--- config.mk ---
export PLATFORM = sky130hd
export DESIGN_NAME = div_unit_flat
export DESIGN_NICKNAME = d
export VERILOG_FILES = /design/src/rtl/div_if.sv /design/src/rtl/div_unit.sv /design/src/flat_wrapper.sv
export SDC_FILE = /design/constraint.sdc
export NUM_CORES = 1
export LEC_CHECK = 0
export CAP_MARGIN = 10
export CORE_UTILIZATION = 40
export DETAILED_ROUTE_END_ITERATION = 10
export GPL_ROUTABILITY_DRIVEN = 0
export PLACE_DENSITY = 0.63
export SETUP_SLACK_MARGIN = 0.2
export SYNTH_ARGS = -nofsm -noshare
export SYNTH_HDL_FRONTEND = slang
export SYNTH_SLANG_ARGS = --single-unit
--- constraint.sdc ---
create_clock -name i_clk -period 5.7 [get_ports i_clk]
set_input_delay 0.855 -clock i_clk [delete_from_list [all_inputs] [get_ports i_clk]]
set_output_delay 0.855 -clock i_clk [all_outputs]
set_load 0.01 [all_outputs]
--- src/rtl/div_if.sv ---
// -----------------------------------------------------------------------------
// div_if -- request/response bundle between the EX stage and div_unit.
//
// Signals (named from the divider's point of view):
//   i_start  : request, sampled only while the divider is idle
//   i_op     : 00 DIV, 01 DIVU, 10 REM, 11 REMU
//   i_rs1    : dividend
//   i_rs2    : divisor
//   i_flush  : synchronous kill from a branch/trap redirect
//   o_busy   : divider occupied (pipeline must stall)
//   o_valid  : one-cycle result strobe
//   o_result : quotient or remainder of the latched op
//
// Modports: master (EX stage / requester), slave (div_unit).
// -----------------------------------------------------------------------------
interface div_if #(
  parameter int WIDTH = 32
);
  logic             i_start;
  logic [1:0]       i_op;
  logic [WIDTH-1:0] i_rs1;
  logic [WIDTH-1:0] i_rs2;
  logic             i_flush;
  logic             o_busy;
  logic             o_valid;
  logic [WIDTH-1:0] o_result;

  modport master (
    output i_start, i_op, i_rs1, i_rs2, i_flush,
    input  o_busy, o_valid, o_result
  );

  modport slave (
    input  i_start, i_op, i_rs1, i_rs2, i_flush,
    output o_busy, o_valid, o_result
  );
endinterface

--- src/rtl/div_unit.sv ---
// -----------------------------------------------------------------------------
// div_unit -- multicycle RV32M divide/remainder unit (DIV, DIVU, REM, REMU).
//
// Restoring shift-subtract divider producing one quotient bit per cycle on
// operand magnitudes, followed by a sign fix-up. A single subtractor
// (adder with inverted B operand and carry-in 1) serves both the per-cycle
// trial subtraction and, in IDLE, the optional magnitude compare.
//
// Ports:
//   i_clk   : clock, rising edge
//   i_rst_n : asynchronous active-low reset
//   bus     : div_if.slave (i_start, i_op, i_rs1, i_rs2, i_flush,
//             o_busy, o_valid, o_result)
//
// Parameters:
//   WIDTH : operand/result width
//   CNT_W : iteration counter width, 2**CNT_W > WIDTH
//
// Build option:
//   DIV_EARLY_OUT_EN : when defined, |dividend| < |divisor| (divisor nonzero)
//                      completes straight from IDLE with quotient 0 and
//                      remainder = |dividend|. When undefined such operands
//                      run the full loop and yield the same result.
//
// Timing: start accepted at edge T0 -> CALC for WIDTH cycles -> DONE
// (o_valid) in cycle WIDTH+1. Divide-by-zero, signed overflow (and early-out
// if enabled) reach DONE in cycle 1.
// -----------------------------------------------------------------------------
module div_unit #(
  parameter int WIDTH = 32,
  parameter int CNT_W = 6
) (
  input  logic  i_clk,
  input  logic  i_rst_n,
  div_if.slave  bus
);

  typedef enum logic [1:0] {
    S_IDLE = 2'd0,
    S_CALC = 2'd1,
    S_DONE = 2'd2
  } state_t;

  localparam logic [WIDTH-1:0] MIN_NEG = {1'b1, {(WIDTH-1){1'b0}}};

  state_t           r_state;
  state_t           w_state_next;

  logic             r_rem_op;     // latched i_op[1]: 1 = REM/REMU
  logic             r_neg1;       // dividend was negative (signed ops only)
  logic             r_neg2;       // divisor was negative (signed ops only)
  logic             r_special;    // result registers already hold final value
  logic [WIDTH-1:0] r_dvd;        // dividend magnitude, shifted out MSB first
  logic [WIDTH-1:0] r_dvs;        // divisor magnitude
  logic [WIDTH-1:0] r_quot;
  logic [WIDTH-1:0] r_rem;
  logic [WIDTH-1:0] r_result;     // last delivered result
  logic [CNT_W-1:0] r_cnt;

  // ---------------------------------------------------------------------------
  // Operand decode in IDLE
  // ---------------------------------------------------------------------------
  logic             w_signed;
  logic             w_neg1;
  logic             w_neg2;
  logic [WIDTH-1:0] w_mag1;
  logic [WIDTH-1:0] w_mag2;
  logic             w_div_zero;
  logic             w_ovf;
  logic             w_early;
  logic             w_accept;

  assign w_signed   = ~bus.i_op[0];
  assign w_neg1     = w_signed & bus.i_rs1[WIDTH-1];
  assign w_neg2     = w_signed & bus.i_rs2[WIDTH-1];
  assign w_mag1     = w_neg1 ? -bus.i_rs1 : bus.i_rs1;
  assign w_mag2     = w_neg2 ? -bus.i_rs2 : bus.i_rs2;
  assign w_div_zero = (bus.i_rs2 == '0);
  assign w_ovf      = w_signed && (bus.i_rs1 == MIN_NEG) && (bus.i_rs2 == '1);
  assign w_accept   = (r_state == S_IDLE) && bus.i_start && !bus.i_flush;

  // ---------------------------------------------------------------------------
  // Shared subtractor: a - b = a + ~b + 1, borrow when carry-out is 0.
  // The partial remainder is carried at WIDTH+1 bits: with an unsigned divisor
  // above 2**(WIDTH-1) the shifted remainder can exceed WIDTH bits before the
  // subtraction brings it back below the divisor.
  // ---------------------------------------------------------------------------
  logic [WIDTH:0]   w_rem_shift;
  logic [WIDTH:0]   w_sub_a;
  logic [WIDTH:0]   w_sub_b;
  logic [WIDTH+1:0] w_sub_sum;
  logic             w_borrow;
  logic [WIDTH-1:0] w_diff;
  logic             w_unused_diff_msb;   // always 0 whenever the diff is used

  assign w_rem_shift = {r_rem, r_dvd[WIDTH-1]};
  assign w_sub_a     = (r_state == S_CALC) ? w_rem_shift    : {1'b0, w_mag1};
  assign w_sub_b     = (r_state == S_CALC) ? {1'b0, r_dvs}  : {1'b0, w_mag2};
  assign w_sub_sum   = {1'b0, w_sub_a} + {1'b0, ~w_sub_b} + {{(WIDTH+1){1'b0}}, 1'b1};
  assign w_borrow    = ~w_sub_sum[WIDTH+1];
  assign w_diff      = w_sub_sum[WIDTH-1:0];
  assign w_unused_diff_msb = w_sub_sum[WIDTH];

`ifdef DIV_EARLY_OUT_EN
  assign w_early = w_borrow & ~w_div_zero;
`else
  assign w_early = 1'b0;
`endif

  // ---------------------------------------------------------------------------
  // Result formation in DONE
  // ---------------------------------------------------------------------------
  logic [WIDTH-1:0] w_quot_fix;
  logic [WIDTH-1:0] w_rem_fix;
  logic [WIDTH-1:0] w_final;
  logic             w_valid;

  assign w_quot_fix = (r_neg1 ^ r_neg2) ? -r_quot : r_quot;
  assign w_rem_fix  = r_neg1 ? -r_rem : r_rem;
  // Special cases store the architecturally defined values unmodified.
  assign w_final    = r_special ? (r_rem_op ? r_rem : r_quot)
                                : (r_rem_op ? w_rem_fix : w_quot_fix);
  // Flush kills completion in the same cycle.
  assign w_valid    = (r_state == S_DONE) && !bus.i_flush;

  assign bus.o_valid  = w_valid;
  assign bus.o_busy   = (r_state != S_IDLE);
  assign bus.o_result = w_valid ? w_final : r_result;

  // ---------------------------------------------------------------------------
  // FSM
  // ---------------------------------------------------------------------------
  always_ff @(posedge i_clk or negedge i_rst_n) begin
    if (!i_rst_n) begin
      r_state <= S_IDLE;
    end else begin
      r_state <= w_state_next;
    end
  end

  always_comb begin
    w_state_next = r_state;
    case (r_state)
      S_IDLE: begin
        if (w_accept) begin
          if (w_div_zero || w_ovf || w_early) begin
            w_state_next = S_DONE;
          end else begin
            w_state_next = S_CALC;
          end
        end
      end
      S_CALC: begin
        if (bus.i_flush) begin
          w_state_next = S_IDLE;
        end else if (r_cnt == '0) begin
          w_state_next = S_DONE;
        end
      end
      S_DONE:  w_state_next = S_IDLE;
      default: w_state_next = S_IDLE;
    endcase
  end

  // ---------------------------------------------------------------------------
  // Datapath registers
  // ---------------------------------------------------------------------------
  always_ff @(posedge i_clk or negedge i_rst_n) begin
    if (!i_rst_n) begin
      r_rem_op  <= 1'b0;
      r_neg1    <= 1'b0;
      r_neg2    <= 1'b0;
      r_special <= 1'b0;
      r_dvd     <= '0;
      r_dvs     <= '0;
      r_quot    <= '0;
      r_rem     <= '0;
      r_result  <= '0;
      r_cnt     <= '0;
    end else begin
      if (w_accept) begin
        r_rem_op  <= bus.i_op[1];
        r_neg1    <= w_neg1;
        r_neg2    <= w_neg2;
        r_special <= w_div_zero | w_ovf;
        r_dvs     <= w_mag2;
        r_cnt     <= CNT_W'(WIDTH-1);
        if (w_div_zero) begin
          r_dvd  <= '0;
          r_quot <= '1;
          r_rem  <= bus.i_rs1;
        end else if (w_ovf) begin
          r_dvd  <= '0;
          r_quot <= MIN_NEG;
          r_rem  <= '0;
        end else if (w_early) begin
          r_dvd  <= '0;
          r_quot <= '0;
          r_rem  <= w_mag1;
        end else begin
          r_dvd  <= w_mag1;
          r_quot <= '0;
          r_rem  <= '0;
        end
      end else if ((r_state == S_CALC) && !bus.i_flush) begin
        r_dvd  <= {r_dvd[WIDTH-2:0], 1'b0};
        r_quot <= {r_quot[WIDTH-2:0], ~w_borrow};
        // After a successful subtract the difference is below the divisor, and
        // after a borrow the shifted remainder is; either fits in WIDTH bits.
        r_rem  <= w_borrow ? w_rem_shift[WIDTH-1:0] : w_diff;
        if (r_cnt != '0) begin
          r_cnt <= r_cnt - CNT_W'(1);
        end
      end

      if (w_valid) begin
        r_result <= w_final;
      end
    end
  end

endmodule

--- src/flat_wrapper.sv ---
// flat-port wrapper written by rule: the top's interface ports become plain ports
module div_unit_flat 
#(
  parameter int WIDTH = 32,
  parameter int CNT_W = 6
)
  (i_clk, i_rst_n, bus_i_start, bus_i_op, bus_i_rs1, bus_i_rs2, bus_i_flush, bus_o_busy, bus_o_valid, bus_o_result);
  div_if #(.WIDTH(WIDTH)) bus_i ();
  input  logic i_clk;
  input  logic i_rst_n;
  input wire logic [$bits(bus_i.i_start)-1:0] bus_i_start;
  input wire logic [$bits(bus_i.i_op)-1:0] bus_i_op;
  input wire logic [$bits(bus_i.i_rs1)-1:0] bus_i_rs1;
  input wire logic [$bits(bus_i.i_rs2)-1:0] bus_i_rs2;
  input wire logic [$bits(bus_i.i_flush)-1:0] bus_i_flush;
  output wire logic [$bits(bus_i.o_busy)-1:0] bus_o_busy;
  output wire logic [$bits(bus_i.o_valid)-1:0] bus_o_valid;
  output wire logic [$bits(bus_i.o_result)-1:0] bus_o_result;
  assign bus_i.i_start = bus_i_start;
  assign bus_i.i_op = bus_i_op;
  assign bus_i.i_rs1 = bus_i_rs1;
  assign bus_i.i_rs2 = bus_i_rs2;
  assign bus_i.i_flush = bus_i_flush;
  assign bus_o_busy = bus_i.o_busy;
  assign bus_o_valid = bus_i.o_valid;
  assign bus_o_result = bus_i.o_result;
  div_unit #(.WIDTH(WIDTH), .CNT_W(CNT_W)) u_core (.i_clk(i_clk), .i_rst_n(i_rst_n), .bus(bus_i));
endmodule
==> results_dict.tcl <==
set metrics [dict create \
    power_mw 6.80 \
    maxCapViolCount 0 \
    synth_edf_count 0 \
    synth_nets 1713 \
    netlist_instances 1603 \
    fillers 3035 \
    dp.cells 2034 \
    num_io_pins 104 \
    p_per_area_nw_per_um2 460 \
    finalSetupViolCount 0 \
    nNetsFinal 1769 \
    die_x_microns 180 \
    cts.sinks 172 \
    fin_cells 2068 \
    h-tree-depth 4 \
    diodes 0 \
    power_frac_seq_pct 31.8 \
    fin_area_sq_um 14800 \
    async_reset_ff_share_pct 100 \
    tns_ns 0 \
    cp.arrival_ns 5.59 \
    syn_area_sq_um 12700 \
    clkLatencyLatePin_ns 0.45 \
    cts.clk_slew.worst_paths_ns 0.08 \
    finalHoldViolCount 0 \
    pre_cts_slack_ns -0.117 \
    fmax_mhz 190 \
    p_int_mw 3.79 \
    slew_headroom_pct 23.1 \
    clk_path_buf_depth 2 \
    reg2reg_slack_ns 1.28 \
    syn_area_per_cell_sq_um 7.91 \
    worst_pin_slew_ns 1.15 \
    root_buffer "clkbuf_16" \
    hpwl_microns 28100 \
    grt_pass1_vias 11200 \
    utilization_pct 47.8 \
    numCtsBuffers 17 \
    viasPerCell 5.84 \
    postPlaceCellArea_sq_um 14100 \
    grt_pass1_wl_microns 61900 \
    fin_hold_ws_ns 0.451 \
    grt_max_degree 79 \
    ant_nets 0 \
    die_h_microns 180 \
    ys_ff_latch 172 \
    ys_warn_count 0 \
    path_class "in2reg" \
    p_comb_share_pct 50.0 \
    grt_overflow 0 \
    grt_util_all_layers_pct 23.8 \
    rsz0062_at_grt "no" \
    vias 12100 \
    critPathMaxFanout 40 \
    drtIter0Drc 1224 \
    remaining_drc_errors 0 \
    final_max_slew_viol_count 0 \
    cts_tree "done" \
    crit_path_start_kind "primary input" \
    yosysSeqAreaShare_pct 33.9 \
    worstReg2RegEnd "u_core.r_rem[28]" \
    drive_gt1_share_pct 6.28 \
    period_share_pct 92.4 \
    core_sq_um 30900 \
    peakVddDrop_uv 265 \
    wl_per_cell_microns 18.6 \
    cp-end-kind "register" \
    status "complete, no violations" \
    min_path_type "in2async" \
    r2r_cells 15 \
    wirelength_microns 38400 \
    ys_types 75 \
    synthToLayoutAreaGrowth_pct 16.6 \
    fin_ws_ns 0.435 \
    p_switching_mw 3.01 \
    cellLeakagePower_nw 6.02 \
    swShare_pct 44.3 \
    skew_ns 0.0129 \
    place.port_buffers 103 \
    postCtsHoldBufs 0 \
    antenna_found_initial 0 \
    dr.pass1.iters 8 \
    die_area_sq_um 32400 \
    num_rows 64 \
    synthFlopType "dfrtp_1" \
    start_util_pct 41.0 \
    p_clk_share_pct 18.2 \
    finalCriticalPeriod_ns 5.26 \
    timing.rr.start "u_core.r_state[0]" \
    required_ns 6.03 \
]
## registers in the layout, summed over array words and instances, names as in the netlist
signal,flops
u_core.r_rem_op,1
u_core.r_cnt,6
u_core.r_neg2,1
u_core.r_dvd,32
u_core.r_rem,32
u_core.r_dvs,32
u_core.r_neg1,1
u_core.r_quot,32
u_core.r_state,2
u_core.r_result,32
u_core.r_special,1
## kinds of logic after synthesis
kind of cell    after synthesis  synth area share [%]
compound gates              559                  26.5
simple gates                530                  19.2
flops                       172                  33.9
xor+xnor                    148                  10.2
buf+inv                     125                  3.88
fa+ha+maj                    40                  4.01
mux                          29                  2.33
## worst max-delay path by stage
stage                 start               end  slack, ns  cells after the start
6_report       bus_i_rs1[3]  u_core.r_rem[12]       0.44                     18
5_1_grt        bus_i_rs2[1]   u_core.r_rem[8]       0.21                     20
4_1_cts        bus_i_rs1[3]  u_core.r_rem[12]       0.31                     18
3_5_place_dp   bus_i_rs1[3]  u_core.r_rem[12]      -0.12                     18
3_3_place_gp   bus_i_rs1[3]  u_core.r_rem[12]      -0.13                     18
2_1_floorplan  bus_i_rs1[9]  u_core.r_rem[28]       0.97                     19
## power by group through the flow
stage               Combinational, mW  Sequential, mW  Clock, mW
floorplan                        2.43            1.97          0
global placement                 3.29            2.15          0
detailed placement               3.35            2.17          0
CTS                              3.37            2.15       1.25
global route                     3.75            2.22       1.31
finish                           3.40            2.16       1.24
## cell usage in the layout, fill, tap and decap left out, types with 13 or more instances in the layout
master / synthesis / layout
ha_1: 39 / 39
a211oi_1: 13 / 13
mux2i_1: 25 / 25
a21o_1: 13 / 13
buf_4: 1 / 37
nand2_1: 239 / 238
nor3_1: 29 / 29
clkdlybuf4s50_1: 0 / 102
clkbuf_16: 0 / 17
xnor2_1: 71 / 71
o21a_1: 35 / 35
nor4_1: 15 / 15
nor2_1: 140 / 137
a31oi_1: 41 / 41
nand2b_1: 17 / 15
nand4_1: 14 / 14
o41ai_1: 13 / 13
xor2_1: 77 / 77
a21oi_1: 126 / 125
inv_1: 21 / 21
o21ai_0: 233 / 233
a22oi_1: 14 / 14
o31ai_1: 16 / 16
dfrtp_1: 172 / 172
## timing repair
action / CTS / global route
setup endpoints to repair: 0 / 30
endpoints found under the hold margin: 0 / 0
buffers inserted: 0 / 2
gates resized for setup: 0 / 5
## per-layer routing
layer	GRT usage [%]	part of all wire, %	wire (microns)	vias up
met5	0	0	0	-
met4	7.25	2.2	857	0
met3	3.42	5.9	2250	54
met2	37.2	46	17500	441
li1	-	-	-	5857
met1	34.1	46	17800	5717
## final cells by class
class | instances | area [sq um] | share of cell area (%)
inverter | 21 | 78.8 | 0.533
clock inverter | 14 | 176 | 1.19
multi-input combinational | 1306 | 7960 | 53.8
timing repair buffer | 141 | 1330 | 9.00
clock buffer | 18 | 439 | 2.97
tap | 396 | 495 | 3.35
sequential | 172 | 4300 | 29.1
## worst max-delay path, cell delays in order
cell	delay [ns]
clkdlybuf4s50_1	0.53
or4_4	0.62
nor4_4	0.29
and2_1	0.22
nand2_1	0.19
o31ai_1	0.29
xor2_1	0.28
a21oi_1	0.17
ha_1	0.41
a21oi_2	0.24
nand2_1	0.09
a211oi_1	0.25
nor3_1	0.11
o31a_2	0.38
buf_12	0.19
nor2_1	0.11
a211oi_1	0.05
a221o_1	0.28
## cells in the mapped netlist (all sizes together) (13+ instances only)
cell type | number | area, sq um
nand2 | 239 | 897
o21ai | 238 | 1190
dfrtp | 172 | 4300
nor2 | 140 | 526
a21oi | 126 | 631
clkbuf | 92 | 347
xor2 | 77 | 674
xnor2 | 71 | 622
a31oi | 41 | 257
ha | 39 | 488
o21a | 35 | 263
nor3 | 30 | 155
mux2i | 25 | 250
inv | 21 | 78.8
nor4 | 19 | 153
nand2b | 17 | 106
o31ai | 16 | 120
nand4 | 15 | 100
o41ai | 15 | 169
a22oi | 14 | 105
a211oi | 13 | 97.6
a21o | 13 | 97.6
(Power assumes the default switching activity.)
